File: src/rtl/mmio_uart_rx.sv
// Memory-mapped 8N1 UART receiver with data/status registers on the CPU load path.
// Optional UART_RX_FIFO_EN replaces the single holding register with a 4-entry FIFO.
module mmio_uart_rx #(
    parameter int         CLK_HZ    = 50000000,
    parameter int         BAUD      = 9600,
    parameter logic [7:0] DATA_ADDR = 8'hFE,
    parameter logic [7:0] STAT_ADDR = 8'hFD
) (
    input  logic       clk,
    input  logic       rst,
    input  logic       rx,
    input  logic [7:0] Address,
    input  logic [7:0] MemData,
    input  logic       rd_pop,
    output logic [7:0] RegData,
    output logic       rx_valid
);
    localparam int DIV = CLK_HZ / (BAUD * 16);
    localparam int DW  = (DIV > 1) ? $clog2(DIV) : 1;

    // state   | meaning
    // S_IDLE  | waiting for a falling edge on rx_s
    // S_START | counting to mid start bit to confirm it
    // S_DATA  | sampling 8 data bits, LSB first
    // S_STOP  | sampling stop bit, commit or flag frame error
    typedef enum logic [1:0] {S_IDLE, S_START, S_DATA, S_STOP} state_t;

    state_t     state_q, state_d;
    logic [DW-1:0] div_q, div_d;
    logic       sync1_q, rx_s_q;
    logic [3:0] tcnt_q, tcnt_d;
    logic [2:0] bit_q, bit_d;
    logic [7:0] shift_q, shift_d;
    logic       wait_hi_q, wait_hi_d;
    logic       tick, commit, stop_err;
    logic       pop_data, pop_stat;
    logic       fe_q, fe_d, ov_q, ov_d;
    logic       valid, full;
    logic [7:0] head;

    assign tick     = (div_q == DW'(DIV - 1));
    assign div_d    = tick ? '0 : div_q + 1'b1;
    assign pop_data = rd_pop && (Address == DATA_ADDR);
    assign pop_stat = rd_pop && (Address == STAT_ADDR);

    always_ff @(posedge clk or posedge rst) begin
        if (rst) begin
            sync1_q   <= 1'b1;
            rx_s_q    <= 1'b1;
            div_q     <= '0;
            state_q   <= S_IDLE;
            tcnt_q    <= '0;
            bit_q     <= '0;
            shift_q   <= '0;
            wait_hi_q <= 1'b0;
        end else begin
            sync1_q   <= rx;
            rx_s_q    <= sync1_q;
            div_q     <= div_d;
            state_q   <= state_d;
            tcnt_q    <= tcnt_d;
            bit_q     <= bit_d;
            shift_q   <= shift_d;
            wait_hi_q <= wait_hi_d;
        end
    end

    always_comb begin
        state_d   = state_q;
        tcnt_d    = tcnt_q;
        bit_d     = bit_q;
        shift_d   = shift_q;
        wait_hi_d = wait_hi_q;
        commit    = 1'b0;
        stop_err  = 1'b0;
        // After a frame error the line must go idle before a new start is accepted (break handling).
        if (wait_hi_q && rx_s_q) wait_hi_d = 1'b0;
        if (tick) begin
            case (state_q)
                S_IDLE: begin
                    if (!rx_s_q && !wait_hi_q) begin
                        state_d = S_START;
                        tcnt_d  = '0;
                    end
                end
                S_START: begin
                    if (tcnt_q == 4'd7) begin
                        tcnt_d  = '0;
                        bit_d   = '0;
                        state_d = rx_s_q ? S_IDLE : S_DATA;
                    end else begin
                        tcnt_d = tcnt_q + 4'd1;
                    end
                end
                S_DATA: begin
                    if (tcnt_q == 4'd15) begin
                        tcnt_d  = '0;
                        shift_d = {rx_s_q, shift_q[7:1]};
                        bit_d   = bit_q + 3'd1;
                        if (bit_q == 3'd7) state_d = S_STOP;
                    end else begin
                        tcnt_d = tcnt_q + 4'd1;
                    end
                end
                S_STOP: begin
                    if (tcnt_q == 4'd15) begin
                        tcnt_d  = '0;
                        state_d = S_IDLE;
                        if (rx_s_q) begin
                            commit = 1'b1;
                        end else begin
                            stop_err  = 1'b1;
                            wait_hi_d = 1'b1;
                        end
                    end else begin
                        tcnt_d = tcnt_q + 4'd1;
                    end
                end
                default: state_d = S_IDLE;
            endcase
        end
    end

`ifdef UART_RX_FIFO_EN
    logic [7:0] mem_q [4];
    logic [1:0] wr_q, rd_q;
    logic [2:0] cnt_q;
    logic       do_push, do_pop;

    assign full    = (cnt_q == 3'd4);
    assign valid   = (cnt_q != 3'd0);
    assign head    = mem_q[rd_q];
    assign do_pop  = pop_data && valid;
    // A pop in the same clock frees the slot, so a commit into a full FIFO is still accepted.
    assign do_push = commit && (!full || do_pop);
    assign ov_d    = (commit && full && !do_pop) ? 1'b1 : (pop_stat ? 1'b0 : ov_q);

    always_ff @(posedge clk or posedge rst) begin
        if (rst) begin
            for (int i = 0; i < 4; i++) mem_q[i] <= '0;
            wr_q  <= '0;
            rd_q  <= '0;
            cnt_q <= '0;
        end else begin
            if (do_push) mem_q[wr_q] <= shift_q;
            wr_q  <= wr_q + {1'b0, do_push};
            rd_q  <= rd_q + {1'b0, do_pop};
            cnt_q <= cnt_q + {2'b0, do_push} - {2'b0, do_pop};
        end
    end
`else
    logic [7:0] data_q, data_d;
    logic       valid_q, valid_d;

    assign full    = 1'b0;
    assign valid   = valid_q;
    assign head    = data_q;
    assign data_d  = commit ? shift_q : data_q;
    assign valid_d = commit ? 1'b1 : (pop_data ? 1'b0 : valid_q);
    assign ov_d    = (commit && valid_q && !pop_data) ? 1'b1 : (pop_stat ? 1'b0 : ov_q);

    always_ff @(posedge clk or posedge rst) begin
        if (rst) begin
            data_q  <= '0;
            valid_q <= 1'b0;
        end else begin
            data_q  <= data_d;
            valid_q <= valid_d;
        end
    end
`endif

    assign fe_d = stop_err ? 1'b1 : (pop_stat ? 1'b0 : fe_q);

    always_ff @(posedge clk or posedge rst) begin
        if (rst) begin
            fe_q <= 1'b0;
            ov_q <= 1'b0;
        end else begin
            fe_q <= fe_d;
            ov_q <= ov_d;
        end
    end

    always_comb begin
        RegData = MemData;
        if (Address == DATA_ADDR)      RegData = valid ? head : 8'h00;
        else if (Address == STAT_ADDR) RegData = {4'b0, full, ov_q, fe_q, valid};
    end

    assign rx_valid = valid;
endmodule

File: config.mk
export PLATFORM = sky130hd
export DESIGN_NAME = mmio_uart_rx
export DESIGN_NICKNAME = d
export VERILOG_FILES = /design/src/rtl/mmio_uart_rx.sv
export SDC_FILE = /design/constraint.sdc
export NUM_CORES = 1
export LEC_CHECK = 0
export ABC_AREA = 1
export CAP_MARGIN = 20
export CORE_MARGIN = 4
export CORE_UTILIZATION = 30
export CTS_CLUSTER_SIZE = 24
export DETAILED_ROUTE_END_ITERATION = 12
export GPL_TIMING_DRIVEN = 0
export PLACE_DENSITY = 0.57
export SYNTH_ARGS = -nofsm -noshare
export SYNTH_HDL_FRONTEND = slang
export SYNTH_SLANG_ARGS = --single-unit
File: constraint.sdc
create_clock -name clk -period 1.8 [get_ports clk]
set_clock_uncertainty 0.05 [all_clocks]
set_input_delay 0.36 -clock clk [delete_from_list [all_inputs] [get_ports clk]]
set_output_delay 0.36 -clock clk [all_outputs]
set_load 0.02 [all_outputs]
==> results of run 1 <==
==> state kept, by name (all words and copies together), names as in the netlist, named ones only <==
signal     cells
sync1_q        1
bit_q          3
shift_q        8
rx_s_q         1
div_q          9
data_q         8
rx_valid       1
tcnt_q         4
state_q        1
wait_hi_q      1
fe_q           1
ov_q           1
==> cell usage in the layout, fill, tap and decap left out, drive strengths merged <==
| master | instances |
|---|---|
| nand3b | 1 |
| buf | 14 |
| o21ai | 36 |
| clkinv | 1 |
| nor3 | 3 |
| inv | 43 |
| clkdlybuf4s50 | 11 |
| mux2i | 1 |
| nand4 | 5 |
| clkdlybuf4s15 | 1 |
| dfrtp | 38 |
| nand2 | 68 |
| a21oi | 6 |
| clkbuf | 13 |
| bufinv | 1 |
| ha | 5 |
| nand3 | 20 |
| nor2 | 22 |
| dfstp | 2 |
| dlygate4sd2 | 1 |
| xor2 | 3 |
==> kinds of logic (layout without fill, tap and decap cells) <==
kind of cell / count (synthesis) / in the layout / synth area share
AOI/OAI and AO/OA: 42 / 42 / 0.1242
and+or+nand+nor: 119 / 119 / 0.2717
muxes: 1 / 1 / 0.004665
buffers and inverters: 46 / 85 / 0.09038
xor gates and xnor gates: 3 / 3 / 0.01225
DFF: 40 / 40 / 0.4676
adders and majority gates: 5 / 5 / 0.02915
==> per-stage QoR <==
stage	setup WS, ns	setup TNS (ns)	area [µm²]	std cells	hold WS (ns)
after detailed placement	-0.8353	-6.763	2546	380	0.2979
after global placement	-0.8141	-23.70	2546	380	0.2971
after CTS	0.004654	0	2685	391	0.3085
final	0.08610	0	2668	391	0.3069
after global routing	0.01237	0	2668	391	0.3156
after floorplan	0.04379	0	2146	256	0.2952
==> area by class of cell <==
| class | instances | area, µm² |
|---|---|---|
| fillers | 692 | 4202 |
| multi-input cells | 170 | 1005 |
| flip-flops and latches | 40 | 1003 |
| repair buffers | 31 | 235.2 |
| inverters | 43 | 166.4 |
| well taps | 96 | 120.1 |
| clock buffers | 6 | 72.57 |
| clock inverters | 2 | 35.03 |
| plain buffers | 3 | 30.03 |
==> power groups by stage <==
stage | Clock, mW | Combinational [mW] | Sequential, mW
3_3_place_gp | 0 | 0.125 | 0.929
6_report | 0.708 | 0.116 | 0.912
3_5_place_dp | 0 | 0.125 | 0.929
5_1_grt | 0.777 | 0.129 | 0.913
2_1_floorplan | 0 | 0.0496 | 0.930
4_1_cts | 0.746 | 0.120 | 0.912
==> metal layers <==
metal / part of all wire / routed length (µm)
met5: 0 / 0
met2: 0.47 / 1852
met1: 0.46 / 1847
met4: 0.018 / 72
met3: 0.052 / 207
==> what timing repair did <==
item / 4_1_cts / 5_1_grt
pin swaps: 7 / 8
cloned: 0 / 0
buffers inserted: 3 / 0
hold buffers: 0 / 0
resized for setup: 73 / 15
endpoints found under the setup margin: 9 / 8
==> worst max path at each step <==
stage / start / endpoint / slack [ns] / cells past startpoint
after floorplan: Address[0] / RegData[3] / 0.04 / 5
after global placement: Address[3] / RegData[7] / -0.81 / 6
final: Address[7] / RegData[2] / 0.09 / 9
after detailed placement: Address[3] / RegData[3] / -0.84 / 6
after global routing: Address[7] / RegData[1] / 0.01 / 9
after CTS: Address[2] / RegData[2] / 0.005 / 9
==> worst reg2reg max path, stage by stage (launching register included) <==
cell	delay [ns]
dfrtp_1	0.41
inv_1	0.07
ha_1	0.15
nand2_1	0.06
nor2_2	0.14
nand2_4	0.11
inv_6	0.12
nand3_4	0.12
buf_6	0.18
nand2_2	0.06
o21ai_2	0.05
==> results.yml, run 1 <==
setup_path:
  crit_buf_inv: 3
  cpLargestDelayFamily: "buffers and inverters"
  cp_slowest_cell: "clkdlybuf4s15_1"
  crit_chain: "clkdlybuf4s15_1, nand2_2, nor2_4, nand2_2, buf_6, nand2_1, nand2_1, o21ai_1, buf_4"
  cp_max_fo: 3
  startpoint_type: "input pin"
  crit_type: "input pin to primary output"
  ff2ff_path_depth: 10
  worstSetupEndpointType: "primary output"
  r2r-end: "shift_q[1]"
  crit_arrival_ns: 1.30
  timing.rr.start: "div_q[0]"
  cp.required_ns: 1.39
  max_stage_delay_ns: 0.17
  reg2reg_slack_ns: 0.18
global_route:
  grt_overflow: 0
  met2_usage: 0.1644
  antenna_found_initial: 0
  busiest_layer: "met2"
  grt_use_total: 0.1009
  grt_pass1_vias: 1628
  grt_pass1_wl_um: 7093
  grt_use_met3: 0.02843
  grt_max_degree: 41
  met1_usage: 0.1254
synth:
  async_flop_share: 1.000
  synth.most_common_cell: "nand2_1"
  synth_common_cells: "60 x nand2_1, 40 x inv_1, 38 x dfrtp_1"
  syn_inst: 256
  synth.avg_cell_area_um2: 8.382
  netlist_area_mm2: 0.002146
  synth_nets: 281
  synth_area_leaders: "dfrtp_1 44%, nand2_1 10%, inv_1 7.0%"
  yosysSeqAreaShare: 0.4676
  ys_warn_count: 0
  ys.flop_type: "dfrtp_1"
  yosysTopAreaCell: "dfrtp_1"
  netlist.area_leader.share: 0.4431
  ys_ff_latch: 40
  synth-edff-count: 0
  synth_cell_type_count: 27
clock_tree:
  cts.sinks: 40
  htreeDepth: 2
  clockBufferDepth: 2
  worstSkewPairLatency_ns: 0.29
  clkTransAtPathRegs_ns: 0.07
  cts_root_buf: "clkbuf_8"
  cts-buffers-inserted: 5
  cts_tree: "built"
floorplanning:
  die_height_um: 92.58
  num_rows: 30
  io_pins: 29
  die_x_um: 92.58
  dieArea_mm2: 0.008570
  coreArea_mm2: 0.006869
  initial_core_util: 0.3124
sta:
  fin_crit_ns: 1.714
  setup_viol: 0
  hold_viol_final: 0
  slew_headroom: 0.4598
  max_freq_mhz: 583.5
  rsz0062_at_grt: "false"
  worstMarginPinSlew_ns: 0.8091
  min_period_over_period: 0.9522
  drv_slew: 0
min_path:
  min_path_cells: 0
  hold_end: "rx_s_q"
  hold_path.class: "flop to flop"
  hold_start: "sync1_q"
power:
  p_sw_mw: 0.3686
  p_seq_frac: 0.525
  power.share.clock: 0.408
  internal-power_mw: 1.368
  power.leakage_nw: 1.259
  power.total_mw: 1.736
  vdd_drop_max_uv: 371.2
  p_comb_frac: 0.067
  p_per_area_mw_per_mm2: 650.9
  switching_share: 0.2123
placement:
  io_buffer_count: 28
  hpwl_um: 2959
  gp_congestion: 0.7852
route:
  viasPerCell: 4.292
  wire_per_inst_um: 10.18
  drc_errors: 0
  antenna_left: 0
  dr.first_iter.drc_count: 36
  routed_wl_um: 3980
  first_pass_iters: 3
  num_vias: 1678
final_layout:
  diodes: 0
  final_util: 0.3883
  syn_to_final_growth_pct: 24.31
  finalNetCount: 319
  drive_gt1_frac: 0.2542
status:
  status: "finished clean"
run:
  cap_violations: 0
No activity file was read; power rests on OpenSTA's default activity.
==> run 2, diff against run 1 <==
--- a/config.mk
+++ b/config.mk
@@ -11,6 +11,7 @@
 export CORE_UTILIZATION = 30
 export CTS_CLUSTER_SIZE = 24
 export DETAILED_ROUTE_END_ITERATION = 12
+export GPL_ROUTABILITY_DRIVEN = 0
 export GPL_TIMING_DRIVEN = 0
 export PLACE_DENSITY = 0.57
 export SYNTH_ARGS = -nofsm -noshare
==> results of run 2 <==
Final layout, timing and power as in run 1 (identical DEF).
